--- src/rtl/wb_sdram_arbiter.sv ---
`default_nettype none
// ============================================================================
// Module : wb_sdram_arbiter
// Round-robin Wishbone arbiter sharing the sdrc_top slave port among NM
// masters, with init gating and a stall watchdog.
// Rev    : 1.0
// ============================================================================
module wb_sdram_arbiter #(
  parameter int NM      = 4,
  parameter int AW      = 32,
  parameter int DW      = 32,
  parameter int TIMEOUT = 1024
) (
  input  logic                 wb_clk_i,
  input  logic                 wb_rst_i,
  input  logic                 sdr_init_done,
  input  logic [NM-1:0]        m_cyc_i,
  input  logic [NM-1:0]        m_stb_i,
  input  logic [NM-1:0]        m_we_i,
  input  logic [NM*AW-1:0]     m_adr_i,
  input  logic [NM*DW-1:0]     m_dat_i,
  input  logic [NM*(DW/8)-1:0] m_sel_i,
  output logic [DW-1:0]        m_dat_o,
  output logic [NM-1:0]        m_ack_o,
  output logic [NM-1:0]        m_err_o,
  output logic                 s_cyc_o,
  output logic                 s_stb_o,
  output logic                 s_we_o,
  output logic [AW-1:0]        s_adr_o,
  output logic [DW-1:0]        s_dat_o,
  output logic [DW/8-1:0]      s_sel_o,
  input  logic [DW-1:0]        s_dat_i,
  input  logic                 s_ack_i,
  output logic [NM-1:0]        grant_o,
  output logic                 timeout_o
);

  localparam int c_SW = DW / 8;
  localparam int c_IW = (NM > 1) ? $clog2(NM) : 1;
  localparam int c_CW = $clog2(TIMEOUT + 1);

  typedef enum logic [1:0] {
    S_IDLE  = 2'd0,
    S_OWN   = 2'd1,
    S_ERR   = 2'd2,
    S_DRAIN = 2'd3
  } state_t;

  state_t            r_state;
  logic [NM-1:0]     r_grant;
  logic [c_IW-1:0]   r_owner;
  logic [c_IW-1:0]   r_last;
  logic [c_CW-1:0]   r_cnt;
  logic [NM-1:0]     r_err;
  logic              r_timeout;

  logic              w_own;
  logic              w_own_cyc;
  logic              w_own_stb;
  logic              w_stall;
  logic [c_IW-1:0]   w_win;
  logic [c_IW-1:0]   w_idx;
  logic              w_found;

  // Rotating priority: first requester above the previous owner, wrapping.
  always_comb begin
    w_win   = r_last;
    w_idx   = r_last;
    w_found = 1'b0;
    for (int k = 1; k <= NM; k++) begin
      w_idx = c_IW'((int'(r_last) + k) % NM);
      if (!w_found && m_cyc_i[w_idx]) begin
        w_win   = w_idx;
        w_found = 1'b1;
      end
    end
  end

  assign w_own     = (r_state == S_OWN);
  assign w_own_cyc = m_cyc_i[r_owner];
  assign w_own_stb = m_stb_i[r_owner];

  assign s_cyc_o = w_own & w_own_cyc;
  assign s_stb_o = w_own & w_own_cyc & w_own_stb;
  assign s_we_o  = w_own & m_we_i[r_owner];
  assign s_adr_o = w_own ? m_adr_i[r_owner*AW +: AW] : '0;
  assign s_dat_o = w_own ? m_dat_i[r_owner*DW +: DW] : '0;
  assign s_sel_o = w_own ? m_sel_i[r_owner*c_SW +: c_SW] : '0;

  assign m_dat_o   = s_dat_i;
  assign m_ack_o   = (w_own && s_ack_i && w_own_cyc && w_own_stb) ? r_grant : '0;
  assign m_err_o   = r_err;
  assign timeout_o = r_timeout;
  assign grant_o   = r_grant;

  assign w_stall = s_stb_o & ~s_ack_i;

  always_ff @(posedge wb_clk_i) begin
    if (wb_rst_i) begin
      r_state   <= S_IDLE;
      r_grant   <= '0;
      r_owner   <= '0;
      r_last    <= c_IW'(NM - 1);
      r_cnt     <= '0;
      r_err     <= '0;
      r_timeout <= 1'b0;
    end else begin
      r_err     <= '0;
      r_timeout <= 1'b0;
      case (r_state)
        S_IDLE: begin
          r_cnt <= '0;
          if (sdr_init_done && (|m_cyc_i)) begin
            r_owner <= w_win;
            r_grant <= NM'(1) << w_win;
            r_state <= S_OWN;
          end
        end
        S_OWN: begin
          if (!w_own_cyc) begin
            r_grant <= '0;
            r_last  <= r_owner;
            r_cnt   <= '0;
            r_state <= S_IDLE;
          end else if (w_stall) begin
            // Abort on the TIMEOUT-th consecutive stalled cycle.
            if (r_cnt == c_CW'(TIMEOUT - 1)) begin
              r_cnt     <= '0;
              r_err     <= r_grant;
              r_timeout <= 1'b1;
              r_state   <= S_ERR;
            end else begin
              r_cnt <= r_cnt + 1'b1;
            end
          end else begin
            r_cnt <= '0;
          end
        end
        S_ERR: begin
          r_state <= S_DRAIN;
        end
        S_DRAIN: begin
          if (!w_own_cyc) begin
            r_grant <= '0;
            r_last  <= r_owner;
            r_state <= S_IDLE;
          end
        end
        default: begin
          r_state <= S_IDLE;
        end
      endcase
    end
  end

endmodule
`default_nettype wire

--- config.mk ---
export PLATFORM = sky130hd
export DESIGN_NAME = wb_sdram_arbiter
export DESIGN_NICKNAME = d
export VERILOG_FILES = /design/src/rtl/wb_sdram_arbiter.sv
export SDC_FILE = /design/constraint.sdc
export NUM_CORES = 1
export LEC_CHECK = 0
export BUFFER_PORTS_ARGS = -buffer_cell sky130_fd_sc_hd__buf_2
export CORE_AREA = 2 2 168 170
export CTS_BUF_LIST = sky130_fd_sc_hd__clkbuf_4 sky130_fd_sc_hd__clkbuf_8 sky130_fd_sc_hd__clkbuf_16
export DETAILED_ROUTE_END_ITERATION = 12
export DIE_AREA = 0 0 170 172
export HOLD_SLACK_MARGIN = 0.1
export PLACE_DENSITY = 0.51
export SLEW_MARGIN = 10
export SYNTH_ARGS = -nofsm -noshare
export SYNTH_HDL_FRONTEND = slang
export SYNTH_SLANG_ARGS = --single-unit
--- constraint.sdc ---
create_clock -name wb_clk_i -period 4.7 [get_ports wb_clk_i]
set_clock_uncertainty 0.2 [all_clocks]
set_input_delay 0.705 -clock wb_clk_i [delete_from_list [all_inputs] [get_ports wb_clk_i]]
set_output_delay 0.705 -clock wb_clk_i [all_outputs]
set_load 0.03 [all_outputs]
==> impl_metrics.py, run 1 <==
metrics = {
    "outcome": {
        "run_status": "finished clean",
    },
    "pwr": {
        "p_clk_share_pct": 19.7,
        "swShare_pct": 39.5,
        "combPwrFrac_pct": 57.6,
        "max-vdd-ir-drop_mv": 0.123,
        "p_leak_nw": 2.65,
        "power_w": 0.00109,
        "power_switching_w": 0.000430,
        "p_int_w": 0.000659,
        "pwr_density_cell_nw_per_um2": 187,
        "seqPwrFrac_pct": 22.7,
    },
    "clock_network": {
        "cts_sinks": 26,
        "clockBufferDepth": 2,
        "cts_resized": 0,
        "clk_latency_ns": 0.27,
        "hold_buffers": 0,
        "post-cts-setup-buffers": 0,
        "clkSlewWorstSetupHoldPaths_ns": 0.07,
        "cts_root_buf": "clkbuf_16",
        "cts_made_buffers": 3,
        "cts_tree": "done",
        "htree_levels": 1,
    },
    "floorplanning": {
        "dieArea_sq_um": 29200,
        "die_width_microns": 170,
        "ios": 436,
        "core_region_area_sq_um": 27500,
        "initial_utilization_pct": 13.7,
        "dieHeight_microns": 172,
        "row_count": 61,
    },
    "finish": {
        "nets": 991,
        "design_area_sq_um": 5810,
        "syn2layout_area_growth_pct": 55.0,
        "final_common_cell": "buf_2",
        "drive_gt1_share_pct": 69.4,
        "final_cell_mix": "buf_2, nor2b_1, mux4_2",
    },
    "sta": {
        "hold_ws_ns": 0.303,
        "hold_viol_final": 0,
        "drv_slew": 0,
        "rsz0062_at_grt": "no",
        "setup_tns_ns": 0,
        "period_share_pct": 71.9,
        "fin_ws_ns": 1.32,
        "relSlewSlack_pct": 40.9,
        "period_needed_ns": 3.38,
        "setup_viol": 0,
        "timing.fmax_mhz": 296,
        "tightestPinTransition_ns": 0.886,
    },
    "logic_synthesis": {
        "syn-num-nets": 673,
        "synth_area_sq_um": 3750,
        "netlist_instances": 352,
        "synth_edf_count": 0,
        "synth_top_area_share_pct": 41.4,
        "ys_seq_elements": 26,
        "yosysUniqueCellTypes": 46,
        "synth.area.top_cells": "mux4_2, dfxtp_1, nor2b_1",
        "yosysSeqAreaShare_pct": 13.9,
        "yosysWarnings": 0,
        "ys_dominant_reg_cell": "dfxtp_1",
        "synthArstFlopShare_pct": 0,
        "syn_area_per_cell_sq_um": 10.7,
        "synth_area_leader_cell": "mux4_2",
    },
    "global_route": {
        "grt_use_total_pct": 12.4,
        "grt_pass1_vias": 4093,
        "grt_max_degree": 71,
        "grt_overflow": 0,
        "grt_pass1_wl_mm": 26.7,
        "antenna_found_initial": 11,
    },
    "drt": {
        "post_drt_wl_per_cell_microns": 19.9,
        "via_per_inst": 4.27,
        "drc": 0,
        "wl_mm": 20.3,
        "detail-route-antenna-nets": 0,
        "drtIter0Drc": 311,
        "vias": 4358,
        "drt_pass1_iterations": 4,
    },
    "worst_hold_path": {
        "min_path_type": "reg2reg",
        "worstHoldStart": "r_cnt[10]",
        "hold_depth": 1,
        "worstHoldEndpoint": "r_cnt[10]",
    },
    "placed_design": {
        "dpl_cell_area_sq_um": 5710,
        "gp_congestion": 0.852,
        "port_buffers": 371,
        "pre_cts_ws_ns": 1.66,
        "dp_hpwl_mm": 17.4,
    },
    "worst_setup_path": {
        "critPathSlowestCell": "dfxtp_4",
        "r2r_slack_ns": 2.36,
        "reg2regPathDepth": 5,
        "crit_fanout": 40,
        "cp_cell_sequence": "buf_4 -> mux4_2 -> nor2b_1 -> buf_2",
        "rr_startpoint": "r_owner[1]",
        "cp.required_ns": 3.80,
        "timing.rr.end": "r_cnt[3]",
        "cp-end-kind": "output pin",
        "crit_family": "buffers and inverters",
        "start_kind": "flip-flop",
        "crit_arrival_ns": 2.47,
        "crit_type": "reg2out",
        "startpoint": "r_owner[1]",
        "critPathBufInv": 2,
        "max_stage_delay_ns": 0.73,
    },
    "job": {
        "maxCapViolCount": 0,
    },
}
==> per-stage QoR <==
stage          util (%)  cells
2_1_floorplan         -    352
6_report           21.2   1021
3_5_place_dp       20.8   1011
3_3_place_gp       20.8   1011
5_1_grt            21.1   1016
4_1_cts            21.1   1015
==> area by class of cell <==
| cell class | instances | area [sq um] |
|---|---|---|
| Fill cell | 3043 | 21700 |
| Multi-Input combinational cell | 262 | 2850 |
| Timing Repair Buffer | 374 | 1890 |
| Sequential cell | 26 | 528 |
| Tap cell | 346 | 433 |
| Clock buffer | 4 | 88.8 |
| Antenna cell | 6 | 15.0 |
| Inverter | 3 | 11.3 |
==> power by group through the flow <==
stage / clock network (W) / registers [W] / logic [W]
2_1_floorplan: 0 / 0.000239 / 0.000451
3_3_place_gp: 0 / 0.000252 / 0.000630
3_5_place_dp: 0 / 0.000253 / 0.000630
4_1_cts: 0.000217 / 0.000247 / 0.000634
5_1_grt: 0.000225 / 0.000249 / 0.000668
6_report: 0.000214 / 0.000247 / 0.000627
==> synth_stat cells, types with 3 or more instances <==
| cell | number |
|---|---|
| clkbuf_1 | 15 |
| nand3b_1 | 5 |
| and2_1 | 8 |
| a21oi_1 | 13 |
| nor2b_1 | 71 |
| buf_2 | 8 |
| mux4_2 | 69 |
| nor3b_1 | 3 |
| a31oi_1 | 3 |
| and3_1 | 4 |
| dfxtp_1 | 26 |
| inv_1 | 3 |
| buf_4 | 38 |
| nand2b_1 | 5 |
| o21ai_0 | 3 |
| nor2_1 | 11 |
| mux2i_1 | 3 |
| nand3_1 | 11 |
| nor3_1 | 4 |
| nand2_1 | 16 |
==> how the worst max path moves through the flow <==
stage | depth (start not counted) | slack, ns | end
after global placement | 4 | 1.66 | s_dat_o[30]
after detailed placement | 4 | 1.66 | s_dat_o[30]
after CTS | 4 | 1.38 | s_dat_o[30]
after global routing | 4 | 1.27 | s_dat_o[30]
after floorplan | 4 | 1.76 | m_ack_o[0]
final | 4 | 1.32 | s_dat_o[30]
==> sequential cells by signal (all words and copies together), names as in the netlist, named ones only <==
signal	flops
grant_o	4
m_err_o	4
r_cnt	11
r_last	2
r_owner	2
r_state	1
timeout_o	1
==> cells by family (layout without fill, tap and decap cells) <==
logic type	Yosys count	in the layout	share of synthesized area [%]
buffers and inverters	64	381	10.5
flip-flops	26	26	13.9
XOR/XNOR	2	2	0.467
AND/OR/NAND/NOR	148	148	24.1
multiplexers	75	75	43.2
adder cells (fa/ha/maj)	1	1	0.333
other	0	6	0
AO/OA/AOI/OAI	36	36	7.60
==> metal layers <==
metal | wire, microns | GRT usage, % | part of all wire, % | vias up
li1 | - | - | - | 1958
met2 | 9640 | 20.6 | 47 | 270
met1 | 7930 | 15.9 | 39 | 2105
met3 | 2430 | 3.82 | 12 | 19
met4 | 252 | 2.12 | 1.2 | 6
met5 | 41 | 0 | 0.20 | -
Note: power is estimated with default switching activity, not from simulation.
==> run 2: changes to the inputs <==
Settings changed: PLACE_DENSITY 0.51 to 0.52.
Clock period 4.7 ns to 3.07 ns, I/O delays scaled along.
==> impl_metrics.py, run 2 (synthesis gave the netlist of run 1 again) <==
metrics = {
    "drt": {
        "drc": 0,
        "vias": 4274,
        "drt_pass1_iterations": 5,
        "maxUsedRoutingLayer": "met5",
        "drtIter0Drc": 209,
        "met2WireLength_mm": 9.41,
        "wl_mm": 19.7,
        "met3RoutedLength_mm": 1.72,
        "m1WireLength_mm": 8.30,
        "detail-route-antenna-nets": 0,
        "via_per_inst": 4.18,
        "post_drt_wl_per_cell_microns": 19.2,
    },
    "worst_setup_path": {
        "r2r_slack_ns": 0.92,
        "start_kind": "flip-flop",
        "timing.rr.end": "r_cnt[7]",
        "crit_type": "reg2out",
        "critPathSlowestCell": "dfxtp_4",
        "max_stage_delay_ns": 0.67,
        "crit_arrival_ns": 2.17,
        "rr_startpoint": "r_owner[0]",
        "cp_cell_sequence": "buf_12 -> mux4_2 -> nor2b_1 -> buf_2",
        "cp-end-kind": "output pin",
        "reg2regPathDepth": 6,
        "critPathBufInv": 2,
        "crit_family": "flip-flops",
        "crit_fanout": 27,
        "cp.required_ns": 2.41,
    },
    "worst_hold_path": {
        "min_path_type": "reg2reg",
        "worstHoldEndpoint": "r_cnt[10]",
        "hold_depth": 1,
        "worstHoldStart": "r_cnt[10]",
    },
    "sta": {
        "hold_viol_final": 0,
        "setup_viol": 0,
        "drv_slew": 0,
        "fin_ws_ns": 0.240,
        "timing.fmax_mhz": 353,
        "setup_tns_ns": 0,
        "period_share_pct": 92.2,
        "relSlewSlack_pct": 58.6,
        "period_needed_ns": 2.83,
        "rsz0062_at_grt": "no",
        "tightestPinTransition_ns": 0.614,
    },
    "clock_network": {
        "cts_made_buffers": 3,
        "cts_sinks": 26,
        "htree_levels": 1,
        "post-cts-setup-buffers": 0,
        "clkSlewWorstSetupHoldPaths_ns": 0.07,
        "clk_latency_ns": 0.26,
        "cts_resized": 0,
        "clockBufferDepth": 2,
        "hold_buffers": 0,
        "cts_root_buf": "clkbuf_16",
        "cts_tree": "done",
    },
    "placed_design": {
        "dp_hpwl_mm": 17.0,
        "port_buffers": 371,
        "placed_cells": 1017,
        "pre_cts_ws_ns": 0.498,
        "gp_congestion": 0.851,
    },
    "finish": {
        "drive_gt1_share_pct": 69.6,
        "final_common_cell": "buf_2",
        "syn2layout_area_growth_pct": 57.0,
        "stdcell_count": 1023,
        "largest_reg_flops": 11,
        "final_cell_mix": "buf_2, nor2b_1, mux4_2",
        "nets": 997,
        "top_register": "r_cnt",
    },
    "pwr": {
        "power_w": 0.00173,
        "p_leak_nw": 2.69,
        "max-vdd-ir-drop_mv": 0.200,
        "pwr_density_cell_nw_per_um2": 294,
    },
    "floorplanning": {
        "dieHeight_microns": 172,
        "core_region_area_sq_um": 27500,
        "die_width_microns": 170,
        "ios": 436,
        "dieArea_sq_um": 29200,
        "row_count": 61,
        "initial_utilization_pct": 13.7,
    },
    "outcome": {
        "run_status": "finished clean",
    },
    "global_route": {
        "grt_use_total_pct": 12.0,
        "grt_pass1_vias": 3981,
        "antenna_found_initial": 4,
        "grt_pass1_wl_mm": 25.9,
        "grt_max_degree": 44,
        "grt_overflow": 0,
    },
    "job": {
        "maxCapViolCount": 0,
    },
}
==> run 2: cell types whose count changed in the layout (fill, tap and decap cells not counted), sizes merged <==
cell	change
buf	+6
clkbuf	-1
bufinv	+1
diode	-4
==> run 2: routing by layer <==
layer / vias to the layer above / GRT usage (%)
li1: 1964 / -
met1: 2057 / 15.5
met2: 239 / 20.1
met3: 10 / 3.27
met4: 4 / 2.42
met5: - / 0.348
==> run 2: layout make-up <==
cell class | instances | area [sq um]
clock buffers | 3 | 75.1
inverters | 3 | 11.3
flip-flops and latches | 26 | 528
clock inverters | 1 | 30.0
fillers | 3037 | 21600
well taps | 346 | 433
diodes | 2 | 5.00
repair buffers | 380 | 1960
multi-input cells | 262 | 2850
==> run 2: worst reg2reg max path, stage by stage, from the launching register on <==
cell and delay (ns):
dfxtp_4 0.67, buf_4 0.33, nand2b_1 0.12, a2bb2oi_4 0.19, nor2_8 0.17, nand3_4 0.12
o311ai_2 0.26
==> run 2: where the power goes <==
group | switching [W] | total (W) | internal, W
clock network | 0.000124 | 0.000384 | 0.000260
registers | 0.0000319 | 0.000379 | 0.000347
logic | 0.000495 | 0.000971 | 0.000476
==> run 2: stage by stage <==
step	hold WS (ns)	area (sq um)	utilization, %
5_1_grt	0.329	5890	21.4
4_1_cts	0.301	5890	21.4
6_report	0.300	5890	21.4
2_1_floorplan	0.267	3750	-
3_5_place_dp	0.289	5780	21.0
3_3_place_gp	0.286	5780	21.0
==> run 2: worst max-delay path by stage <==
| stage | from | end | cells past startpoint |
|---|---|---|---|
| floorplan | r_state[0] | m_ack_o[0] | 5 |
| global placement | r_owner[0] | s_dat_o[29] | 4 |
| detailed placement | r_owner[0] | s_dat_o[29] | 4 |
| CTS | r_owner[0] | s_dat_o[11] | 4 |
| global route | r_owner[0] | s_dat_o[14] | 4 |
| finish | r_owner[0] | s_dat_o[11] | 4 |
